[src/rtl/alu_nibble_seq.sv]
// Nibble-serial ALU sequencer: runs a W-bit add/sub/or/and as NIBBLES passes
// through an external 4-bit ALU, LSB nibble first, behind valid/ready handshakes.
module alu_nibble_seq #(
    parameter  int NIBBLES = 4,
    localparam int W       = 4 * NIBBLES
) (
    input  logic         Clk,
    input  logic         Rst_n,
    input  logic         CmdValid,
    output logic         CmdReady,
    input  logic [2:0]   CmdOp,
    input  logic [W-1:0] CmdX,
    input  logic [W-1:0] CmdY,
    input  logic         CmdCin,
    output logic [3:0]   AluA,
    output logic [3:0]   AluB,
    output logic         AluCin,
    output logic [2:0]   AluCtrl,
    input  logic [3:0]   AluOutput,
    input  logic         AluCout,
    output logic         RspValid,
    input  logic         RspReady,
    output logic [W-1:0] RspResult,
    output logic         RspCout,
    output logic         RspErr
);

    localparam int KW = 3;

    typedef enum logic [1:0] {
        IDLE = 2'd0,
        EXEC = 2'd1,
        RESP = 2'd2
    } state_e;

    state_e          state_q;
    logic [KW-1:0]   k_q;
    logic [2:0]      op_q;
    logic [W-1:0]    x_q;
    logic [W-1:0]    y_q;
    logic [W-1:0]    result_q;
    logic            carry_q;
    logic            err_q;
    logic            cmd_ready_q;
    logic            rsp_valid_q;
    logic [3:0]      alu_a_q;
    logic [3:0]      alu_b_q;
    logic            alu_cin_q;
    logic [2:0]      alu_ctrl_q;

    logic            arith_s;
    logic            last_s;
    logic [3:0]      next_a_d;
    logic [3:0]      next_b_d;

    function automatic logic [3:0] nib_sel(input logic [W-1:0] v, input logic [3:0] idx);
        logic [W-1:0] sh;
        sh = v >> {idx, 2'b00};
        return sh[3:0];
    endfunction

    // Operand nibbles for the following pass and end-of-command detection.
    always_comb begin
        arith_s  = ~op_q[1];
        last_s   = (k_q == KW'(NIBBLES - 1));
        next_a_d = nib_sel(x_q, {1'b0, k_q} + 4'd1);
        next_b_d = nib_sel(y_q, {1'b0, k_q} + 4'd1);
    end

    // Sequencer FSM; every output is a register loaded on the edge that enters its cycle.
    always_ff @(posedge Clk) begin
        if (!Rst_n) begin
            state_q     <= IDLE;
            k_q         <= '0;
            op_q        <= 3'b000;
            x_q         <= '0;
            y_q         <= '0;
            result_q    <= '0;
            carry_q     <= 1'b0;
            err_q       <= 1'b0;
            cmd_ready_q <= 1'b0;
            rsp_valid_q <= 1'b0;
            alu_a_q     <= 4'h0;
            alu_b_q     <= 4'h0;
            alu_cin_q   <= 1'b0;
            alu_ctrl_q  <= 3'b000;
        end else begin
            case (state_q)
                IDLE: begin
                    if (CmdValid && cmd_ready_q) begin
                        op_q        <= CmdOp;
                        x_q         <= CmdX;
                        y_q         <= CmdY;
                        k_q         <= '0;
                        result_q    <= '0;
                        carry_q     <= 1'b0;
                        cmd_ready_q <= 1'b0;
                        if (!CmdOp[2]) begin
                            state_q    <= EXEC;
                            err_q      <= 1'b0;
                            alu_a_q    <= CmdX[3:0];
                            alu_b_q    <= CmdY[3:0];
                            alu_ctrl_q <= CmdOp;
                            alu_cin_q  <= CmdCin & ~CmdOp[1];
                        end else begin
                            state_q <= RESP;
                            err_q   <= 1'b1;
                        end
                    end else begin
                        cmd_ready_q <= 1'b1;
                    end
                end
                EXEC: begin
                    for (int i = 0; i < NIBBLES; i++) begin
                        if (k_q == KW'(i)) begin
                            result_q[4*i +: 4] <= AluOutput;
                        end
                    end
                    // Logical ops never chain a carry, so both the ALU input and RspCout stay 0.
                    carry_q <= AluCout & arith_s;
                    if (last_s) begin
                        state_q    <= RESP;
                        alu_a_q    <= 4'h0;
                        alu_b_q    <= 4'h0;
                        alu_cin_q  <= 1'b0;
                        alu_ctrl_q <= 3'b000;
                    end else begin
                        k_q       <= k_q + KW'(1);
                        alu_a_q   <= next_a_d;
                        alu_b_q   <= next_b_d;
                        alu_cin_q <= AluCout & arith_s;
                    end
                end
                RESP: begin
                    if (!rsp_valid_q) begin
                        rsp_valid_q <= 1'b1;
                    end else if (RspReady) begin
                        rsp_valid_q <= 1'b0;
                        cmd_ready_q <= 1'b1;
                        state_q     <= IDLE;
                    end else begin
                        rsp_valid_q <= 1'b1;
                    end
                end
                default: begin
                    state_q     <= IDLE;
                    cmd_ready_q <= 1'b0;
                    rsp_valid_q <= 1'b0;
                    alu_a_q     <= 4'h0;
                    alu_b_q     <= 4'h0;
                    alu_cin_q   <= 1'b0;
                    alu_ctrl_q  <= 3'b000;
                end
            endcase
        end
    end

    assign CmdReady  = cmd_ready_q;
    assign AluA      = alu_a_q;
    assign AluB      = alu_b_q;
    assign AluCin    = alu_cin_q;
    assign AluCtrl   = alu_ctrl_q;
    assign RspValid  = rsp_valid_q;
    assign RspResult = result_q;
    assign RspCout   = carry_q;
    assign RspErr    = err_q;

    alu_nibble_seq_chk #(.W(W)) u_chk (
        .Clk        (Clk),
        .Rst_n      (Rst_n),
        .exec_i     (state_q == EXEC),
        .cmd_ready_i(cmd_ready_q),
        .rsp_valid_i(rsp_valid_q),
        .rsp_ready_i(RspReady),
        .rsp_result_i(result_q),
        .rsp_cout_i (carry_q),
        .rsp_err_i  (err_q),
        .alu_a_i    (alu_a_q),
        .alu_b_i    (alu_b_q),
        .alu_cin_i  (alu_cin_q),
        .alu_ctrl_i (alu_ctrl_q)
    );

endmodule

// Protocol properties of the sequencer, kept out of the datapath module.
module alu_nibble_seq_chk #(
    parameter int W = 16
) (
    input logic         Clk,
    input logic         Rst_n,
    input logic         exec_i,
    input logic         cmd_ready_i,
    input logic         rsp_valid_i,
    input logic         rsp_ready_i,
    input logic [W-1:0] rsp_result_i,
    input logic         rsp_cout_i,
    input logic         rsp_err_i,
    input logic [3:0]   alu_a_i,
    input logic [3:0]   alu_b_i,
    input logic         alu_cin_i,
    input logic [2:0]   alu_ctrl_i
);

    a_no_overlap: assert property (@(posedge Clk) disable iff (!Rst_n)
        !(cmd_ready_i && rsp_valid_i));

    a_rsp_hold: assert property (@(posedge Clk) disable iff (!Rst_n)
        (rsp_valid_i && !rsp_ready_i) |=>
            (rsp_valid_i && $stable(rsp_result_i) && $stable(rsp_cout_i) && $stable(rsp_err_i)));

    a_alu_idle: assert property (@(posedge Clk) disable iff (!Rst_n)
        !exec_i |-> (alu_a_i == 4'h0 && alu_b_i == 4'h0 && !alu_cin_i && alu_ctrl_i == 3'b000));

    a_ready_not_exec: assert property (@(posedge Clk) disable iff (!Rst_n)
        cmd_ready_i |-> !exec_i);

endmodule
[config.mk]
export PLATFORM = sky130hd
export DESIGN_NAME = alu_nibble_seq
export DESIGN_NICKNAME = d
export VERILOG_FILES = /design/src/rtl/alu_nibble_seq.sv
export SDC_FILE = /design/constraint.sdc
export NUM_CORES = 1
export LEC_CHECK = 0
export CAP_MARGIN = 30
export CORE_ASPECT_RATIO = 0.7
export CORE_UTILIZATION = 43
export DETAILED_ROUTE_END_ITERATION = 8
export PLACE_DENSITY = 0.83
export SYNTH_ARGS = -nofsm -noshare
export SYNTH_HDL_FRONTEND = slang
export SYNTH_SLANG_ARGS = --single-unit
export TNS_END_PERCENT = 10
[constraint.sdc]
create_clock -name Clk -period 2.4 [get_ports Clk]
set_input_delay 0.36 -clock Clk [delete_from_list [all_inputs] [get_ports Clk]]
set_output_delay 0.36 -clock Clk [all_outputs]
set_load 0.01 [all_outputs]
After elaboration in Yosys (flattened, before gate mapping):

Index checks and enable logic that the tools add are counted.

* bits in registers: 71
* input port bits: 45
* word-level logic and storage cells: 98

* $add $sub $neg: 2
* equal/unequal tests: 14
* shift-type cells: 2
* muxes and demuxes: 41
* bitwise gates (word level): 6
* reductions and logical operators: 16

Operators with widths (number)
* 4-bit two-way mux: 10
* 16-bit one-hot mux with 2 select lines: 1
* 16-bit by 6-bit >> shifter with 4-bit output: 2
* 4-bit one-hot mux with 3 select lines: 2
* 3-bit AND reduction: 7
* 2-bit != test, second input constant: 9
* 16-bit two-way mux: 1
* 3-bit two-way mux: 5
* 1-bit two-way mux: 10
* 2-bit two-way mux: 5
* 3-bit one-hot mux with 3 select lines: 1
* 4-bit AND reduction: 2
* 3-bit by 2-bit == test with 1-bit output, second input constant: 2
* 1-bit one-hot mux with 3 select lines: 2
* 2-bit one-hot mux with 3 select lines: 1
* 3-bit one-hot mux with 2 select lines: 1
* 3-bit by 1-bit adder with 4-bit output, second input constant: 1
* 1-bit NOT: 4
* 1-bit one-hot mux with 2 select lines: 2
* 2-bit AND reduction: 2
* 3-bit by 1-bit adder with 3-bit output, second input constant: 1
* 3-bit by 1-bit == test with 1-bit output, second input constant: 1
* 3-bit zero test: 1
* 1-bit bitwise AND: 2
* other kinds (6): 6

Logic depth before layout (Yosys ltp):

Gate-level depths: netlist of the first run.

* depth after elaboration: 5
* mapped depth: 8
* gate-level depth less buffers: 6

Least setup slack after synthesis of the first run:

OpenSTA, ideal clock, no wires.

* path kind: reg-to-reg
* start point: reg k_q[0]
* end point: reg result_q[0] (netlist: RspResult[0])
* setup time: 0.116 ns
* arrival time: 1.558 ns
* setup slack: 0.726 ns
* cell stages (with the launch flop): 9
* buffers on the path: 2
* clock period less this slack: 1.674 ns
* cell sequence: dfxtp_1 > clkbuf_1 > buf_1 > inv_1 > ha_1 > nand3b_1 > a21oi_2 > mux2i_1 > nor2b_1

* cells in the longest elaborated chain, start to end: 3

RTL lines
* start: declaration: RTL line 37 `logic [KW-1:0] k_q;`
* start signal: assignment: RTL line 128 `k_q <= k_q + KW'(1);`
* 3-bit zero test: RTL line 115 `if (k_q == KW'(i)) begin`
* 2-bit != test (no line)
* 3-bit AND reduction (no line)
* end signal: indexed assignment: RTL line 116 `result_q[4*i +: 4] <= AluOutput;`
* end: declaration: RTL line 41 `logic [W-1:0] result_q;`

No other way between the ends.
A chain may end at the register's enable or synchronous reset.

Final worst setup path of the first run:

* start point: reg state_q[1]
* end point: reg alu_ctrl_q[1] (netlist: AluCtrl[1])

* cells in the longest elaborated chain, start to end: 3

RTL lines
* start: declaration: RTL line 36 `state_e state_q;`
* start signal: assignment: RTL line 73 `state_q <= IDLE;`
* start signal: assignment: RTL line 99 `state_q <= EXEC;`
* start signal: assignment: RTL line 106 `state_q <= RESP;`
* 2-bit by 1-bit == test with 1-bit output, or another cell as far along: RTL line 88 `case (state_q)`
* 2-bit != test (no line) / 1-bit NOT (equally long branches)
* 4-bit AND reduction (no line)
* end signal: assignment: RTL line 103 `alu_ctrl_q <= CmdOp;`
* end: declaration: RTL line 49 `logic [2:0] alu_ctrl_q;`

Parallel ways exist; a longest one is shown, timed or not.

==> flow_summary.toml, run 1 <==
[logic_synthesis]
synth_area_per_cell_um2 = 8.923
synth_area_um2 = 2909
synthFlopType = "dfxtp_1"
synth.area.top_cells = "dfxtp_1 42%, nand2_1 8.0%, mux2i_1 7.2%"
yosysWarnings = 0
ys_seq_area_share_pct = 41.98
yosysTopAreaCell = "dfxtp_1"
ys_async_sr_fraction_pct = 0
synth_fp_nets = 376
ys_ff_latch = 61
syn_inst = 326
synth-edff-count = 0
netlist-cell-type-count = 37
synth_top_area_share_pct = 41.98

[grt]
grt_max_degree = 62
overflow = 0
grt_antenna_before_repair = 0
grt_pass1_vias = 2348
track_usage_pct = 21.46
grt_pass1_wl_um = 11610

[die]
die_h_um = 70.82
die_w_um = 100.3
core_area_um2 = 6366
rows = 24
initial_core_util_pct = 45.70
pin_count = 77
fp.dieArea_um2 = 7103

[routing]
drt_wl_total_um = 7062
drcViolationCount = 0
avgRoutedWirePerCell_um = 14.47
first_iter_violations = 141
viasPerCell = 5.033
ant_nets = 0
vias = 2456
dr.pass1.iters = 4

[placed_design]
dpl_worst_slack_ns = 0.2316
routabilityCongestion = 0.7181
post-dp-hpwl_um = 4908
port_buffers = 75

[pwr]
switching_share_pct = 25.58
combPwrFrac_pct = 15.6
power_mw = 2.353
peakVddDrop_mv = 0.2822
intPower_mw = 1.751
clockPowerShare_pct = 38.2
netSwitchingPower_uw = 601.9
seq_power_share_pct = 46.2
p_per_area_nw_per_um2 = 600.7
leakage_nw = 1.356

[sta]
max_slew_margin_pct = 40.22
period_share_pct = 79.20
clock.fmax_mhz = 526.1
rsz0062_at_grt = "no"
finalHoldViolCount = 0
finClkSkew_ns = 0.006698
worst_pin_slew_ns = 0.8967
drv_slew = 0
period_minus_slack_ns = 1.901
setup_ws_ns = 0.4992
setup_tns_ns = 0
setup-violations-final = 0
fin_hold_ws_ns = 0.4533

[outcome]
status = "completed"

[cts]
cts_tree = "yes"
postCtsHoldBufs = 0
htree_levels = 3
clock_sinks = 61
cts_max_path_buffers = 2
clkLatencyLatePin_ns = 0.35
cts_buffers = 9
root_buffer = "clkbuf_8"
cts_resized = 0
clkSlewWorstSetupHoldPaths_ns = 0.07
post-cts-setup-buffer-count = 0

[final_layout]
final_common_cell = "clkdlybuf4s50_1"
nFillCells = 576
diodes = 0
layout.nets = 442
post_route_cells_drive_above_1_share_pct = 7.305
final_cell_mix = "75 x clkdlybuf4s50_1, 62 x nand2_1, 61 x dfxtp_1, 28 x nor2b_1, 24 x a21boi_1"
area_growth_pct = 34.67
final-seq-area_um2 = 1221
multi_input_area_um2 = 1533

[min_path]
hold_path_class = "reg2reg"

[critical_path]
worstSetupStartpointType = "register"
worstPathMaxFanout = 13
worstSetupPathType = "reg2reg"
end_kind = "register"
critical_path_arrival_ns = 2.18
crit_required_ns = 2.67

[run]
cap_violations = 0
sequential cells by signal, indices dropped and copies added, names as in the netlist:
register and cells:
AluCin 1, x_q 12, RspCout 1, y_q 12, RspResult 16, AluA 4, state_q 2, RspValid 1
AluB 4, CmdReady 1, AluCtrl 2, k_q 3, RspErr 1, op_q 1
Yosys cell counts, drive strengths merged (8+ instances only):
cell / n
dfxtp: 61
a32oi: 12
nor2b: 28
o221ai: 8
nand2: 62
o21ai: 10
inv: 9
mux2i: 21
a21boi: 31
nor2: 8
clkbuf: 12
nand3b: 13
buf: 16
power by group through the flow:
stage          Combinational [mW]  Clock, mW  Sequential, mW
2_1_floorplan               0.212          0            1.10
3_3_place_gp                0.358          0            1.11
3_5_place_dp                0.366          0            1.11
4_1_cts                     0.369      0.915            1.09
5_1_grt                     0.402      0.958            1.09
6_report                    0.367      0.899            1.09
through the flow:
stage                     util [%]  std cells  cell area (µm²)
after floorplan                  -        326             2909
after global placement       58.51        472             3725
after detailed placement     58.51        472             3725
after CTS                    61.54        488             3918
after global routing         61.54        488             3918
final                        61.54        488             3918
logic make-up after synthesis:
group	count (synthesis)	synth area share [%]
and+or+nand+nor	127	23.35
AOI/OAI and AO/OA	74	19.31
DFF	61	41.98
buffers and inverters	37	5.849
muxes	21	7.226
adders and majority gates	5	2.151
other	1	0.1289
routing by layer:
metal | up-vias | wire, µm | share of wire, % | global-route usage (%)
li1 | 1251 | - | - | -
met1 | 1135 | 3404 | 48 | 28.62
met2 | 63 | 3185 | 45 | 32.80
met3 | 7 | 400 | 5.7 | 7.905
met4 | 0 | 72 | 1.0 | 5.797
met5 | - | 0 | 0 | 0
cell type report:
| class | instances | area share, % |
|---|---|---|
| well taps | 91 | 2.906 |
| clock inverters | 4 | 1.214 |
| flip-flops and latches | 61 | 31.17 |
| multi-input cells | 228 | 39.12 |
| repair buffers | 83 | 21.02 |
| clock buffers | 12 | 3.705 |
| inverters | 9 | 0.8623 |
critical path, cell delays in order, from the launching register on:
cell and delay, ns:
dfxtp_1 0.57, and4bb_1 0.27, nor2_1 0.62, o21ai_0 0.19, a21boi_1 0.17
final timing paths:
kind / startpoint / depth (start not counted) / slack [ns] / end
worst max register to register: state_q[1] / 4 / 0.50 / AluCtrl[1]
worst min-delay path: x_q[10] / 2 / 0.45 / x_q[10]
worst min register to register: x_q[10] / 2 / 0.45 / x_q[10]
worst max-delay path: state_q[1] / 4 / 0.50 / AluCtrl[1]
Power figures use the tool's default switching activity.
==> inputs of run 2 (changes only) <==
Settings changed: PLACE_DENSITY 0.83 to 0.86.
Clock period 2.4 ns to 1.6 ns, I/O delays scaled along.
==> run 2 against run 1 <==
  * Worst setup slack worse by 0.48 ns
  * Final area up 6.7%
  * Global-route usage up 0.81 points
  * First-iteration DRC count fell by 13%
  * Clock power is 51% higher
  * Highest routed layer unchanged
  * Die area stayed put
  * Largest power group unchanged
  * Sequential share of layout area shrank 1.8 points
  * Critical path type unchanged
  * Non-clock buffer count rose by 23
  * Clock skew is 0.0025 ns lower
==> flow_summary.toml, run 2 (synthesis results as in run 1) <==
[outcome]
status = "completed"

[routing]
ant_nets = 0
dr.pass1.iters = 4
first_iter_violations = 122
viasPerCell = 5.178
drcViolationCount = 0
vias = 2646
drt_wl_total_um = 7900
avgRoutedWirePerCell_um = 15.46

[pwr]
power_mw = 3.634
leakage_nw = 1.502
p_per_area_nw_per_um2 = 869.5
peakVddDrop_mv = 0.4693

[final_layout]
nFillCells = 513
fin_area_um2 = 4179
largest_reg_flops = 16
layout.nets = 465
post_route_cells_drive_above_1_share_pct = 15.48
final_cell_mix = "74 x clkdlybuf4s50_1, 61 x nand2_1, 57 x dfxtp_1, 28 x nor2b_1, 28 x buf_4"
diodes = 0
utilization_pct = 65.64
area_growth_pct = 43.66
stdcell_count = 511
final_common_cell = "clkdlybuf4s50_1"

[die]
initial_core_util_pct = 45.70
fp.dieArea_um2 = 7103
rows = 24
die_h_um = 70.82
die_w_um = 100.3
pin_count = 77
core_area_um2 = 6366

[critical_path]
slowest_delay_ns = 0.48
end_kind = "register"
worstPathMaxFanout = 8
r2r_slack_ns = 0.02
crit_path_cell_trace = "ha_4, ha_4, or3b_4, nand2_2, a32oi_2, nor2b_1"
cpLargestDelayFamily = "simple AND/OR/NAND/NOR gates"
reg2reg_to = "AluA[0]"
r2r-start = "k_q[0]"
crit_top_cell = "ha_4"
rr_worst_depth = 6
critical_path_arrival_ns = 1.87
worstSetupStartpointType = "register"
worstSetupPathType = "reg2reg"
slowest_stage = "or3b_4"
worst-path-buf-inv = 0
crit_required_ns = 1.88

[min_path]
whs_endpoint = "x_q[12]"
hold_path_class = "in2reg"
hold_start = "CmdX[12]"
min_path_cells = 3

[cts]
htree_levels = 3
cts_max_path_buffers = 2
cts_tree = "yes"
clkLatencyLatePin_ns = 0.35
postCtsHoldBufs = 0
root_buffer = "clkbuf_8"
clock_sinks = 61
cts_buffers = 9
clkSlewWorstSetupHoldPaths_ns = 0.07

[placed_design]
placement.cell_area_um2 = 3905
dp_cells = 492
port_buffers = 75
routabilityCongestion = 0.8765
post-dp-hpwl_um = 5362

[sta]
period_minus_slack_ns = 1.584
period_share_pct = 99.03
finalHoldViolCount = 0
fin_hold_ws_ns = 0.4289
clock.fmax_mhz = 631.1
drv_slew = 0
rsz0062_at_grt = "yes"
setup-violations-final = 0
finClkSkew_ns = 0.004148

[grt]
overflow = 0
grt_pass1_wl_um = 12230
grt_max_degree = 62
grt_antenna_before_repair = 0
track_usage_pct = 22.27
grt_pass1_vias = 2615

[run]
cap_violations = 0
[run 2: through the flow]
stage                     TNS (ns)  setup WS, ns
after floorplan           -0.02581     -0.003232
after global placement      -4.869       -0.1803
after detailed placement    -7.587       -0.2475
after CTS                        0       0.01852
after global routing      -0.09261      -0.04014
final                            0       0.01559
[run 2: what timing repair did]
item	in CTS	in global routing
gates cloned	0	0
endpoints found under the setup margin	7	15
resized for setup	1	14
pin swaps	0	5
setup buffers	0	3
[run 2: final cells by class]
| class | count | area (µm²) | share of cell area, % |
|---|---|---|---|
| clock buffer | 12 | 145.1 | 3.473 |
| tap | 91 | 113.9 | 2.725 |
| clock inverter | 4 | 47.55 | 1.138 |
| timing repair buffer | 106 | 1023 | 24.49 |
| inverter | 9 | 33.78 | 0.8084 |
| sequential | 61 | 1226 | 29.34 |
| multi-input combinational | 228 | 1589 | 38.02 |
[run 2: metal layers]
layer	wire length (µm)	part of all wire (%)	global-route usage, %	vias up
met5	0	0	0	-
met1	3550	45	27.65	1236
met2	3681	47	36.38	90
met4	184	2.3	8.696	0
met3	483	6.1	6.818	20
li1	-	-	-	1300
[run 2: worst min-delay path: cells and delay by family]
family,cells,cell delay (ns)
buffers and inverters,1,0.39
AO/OA/AOI/OAI,1,0.05
AND/OR/NAND/NOR,1,0.05
[run 2: worst max-delay path by stage]
stage	startpoint	slack, ns	to	cells past startpoint
4_1_cts	k_q[0]	0.02	RspResult[1]	7
3_3_place_gp	CmdValid	-0.18	AluCtrl[1]	5
3_5_place_dp	CmdValid	-0.25	AluCtrl[1]	5
5_1_grt	state_q[1]	-0.04	y_q[15]	5
6_report	k_q[0]	0.02	AluA[0]	6
2_1_floorplan	k_q[0]	-0.003	RspResult[10]	8
[run 2: report_power, final]
group / switching (mW) / internal [mW]
clock network: 0.602 / 0.757
logic: 0.299 / 0.349
registers: 0.0438 / 1.58
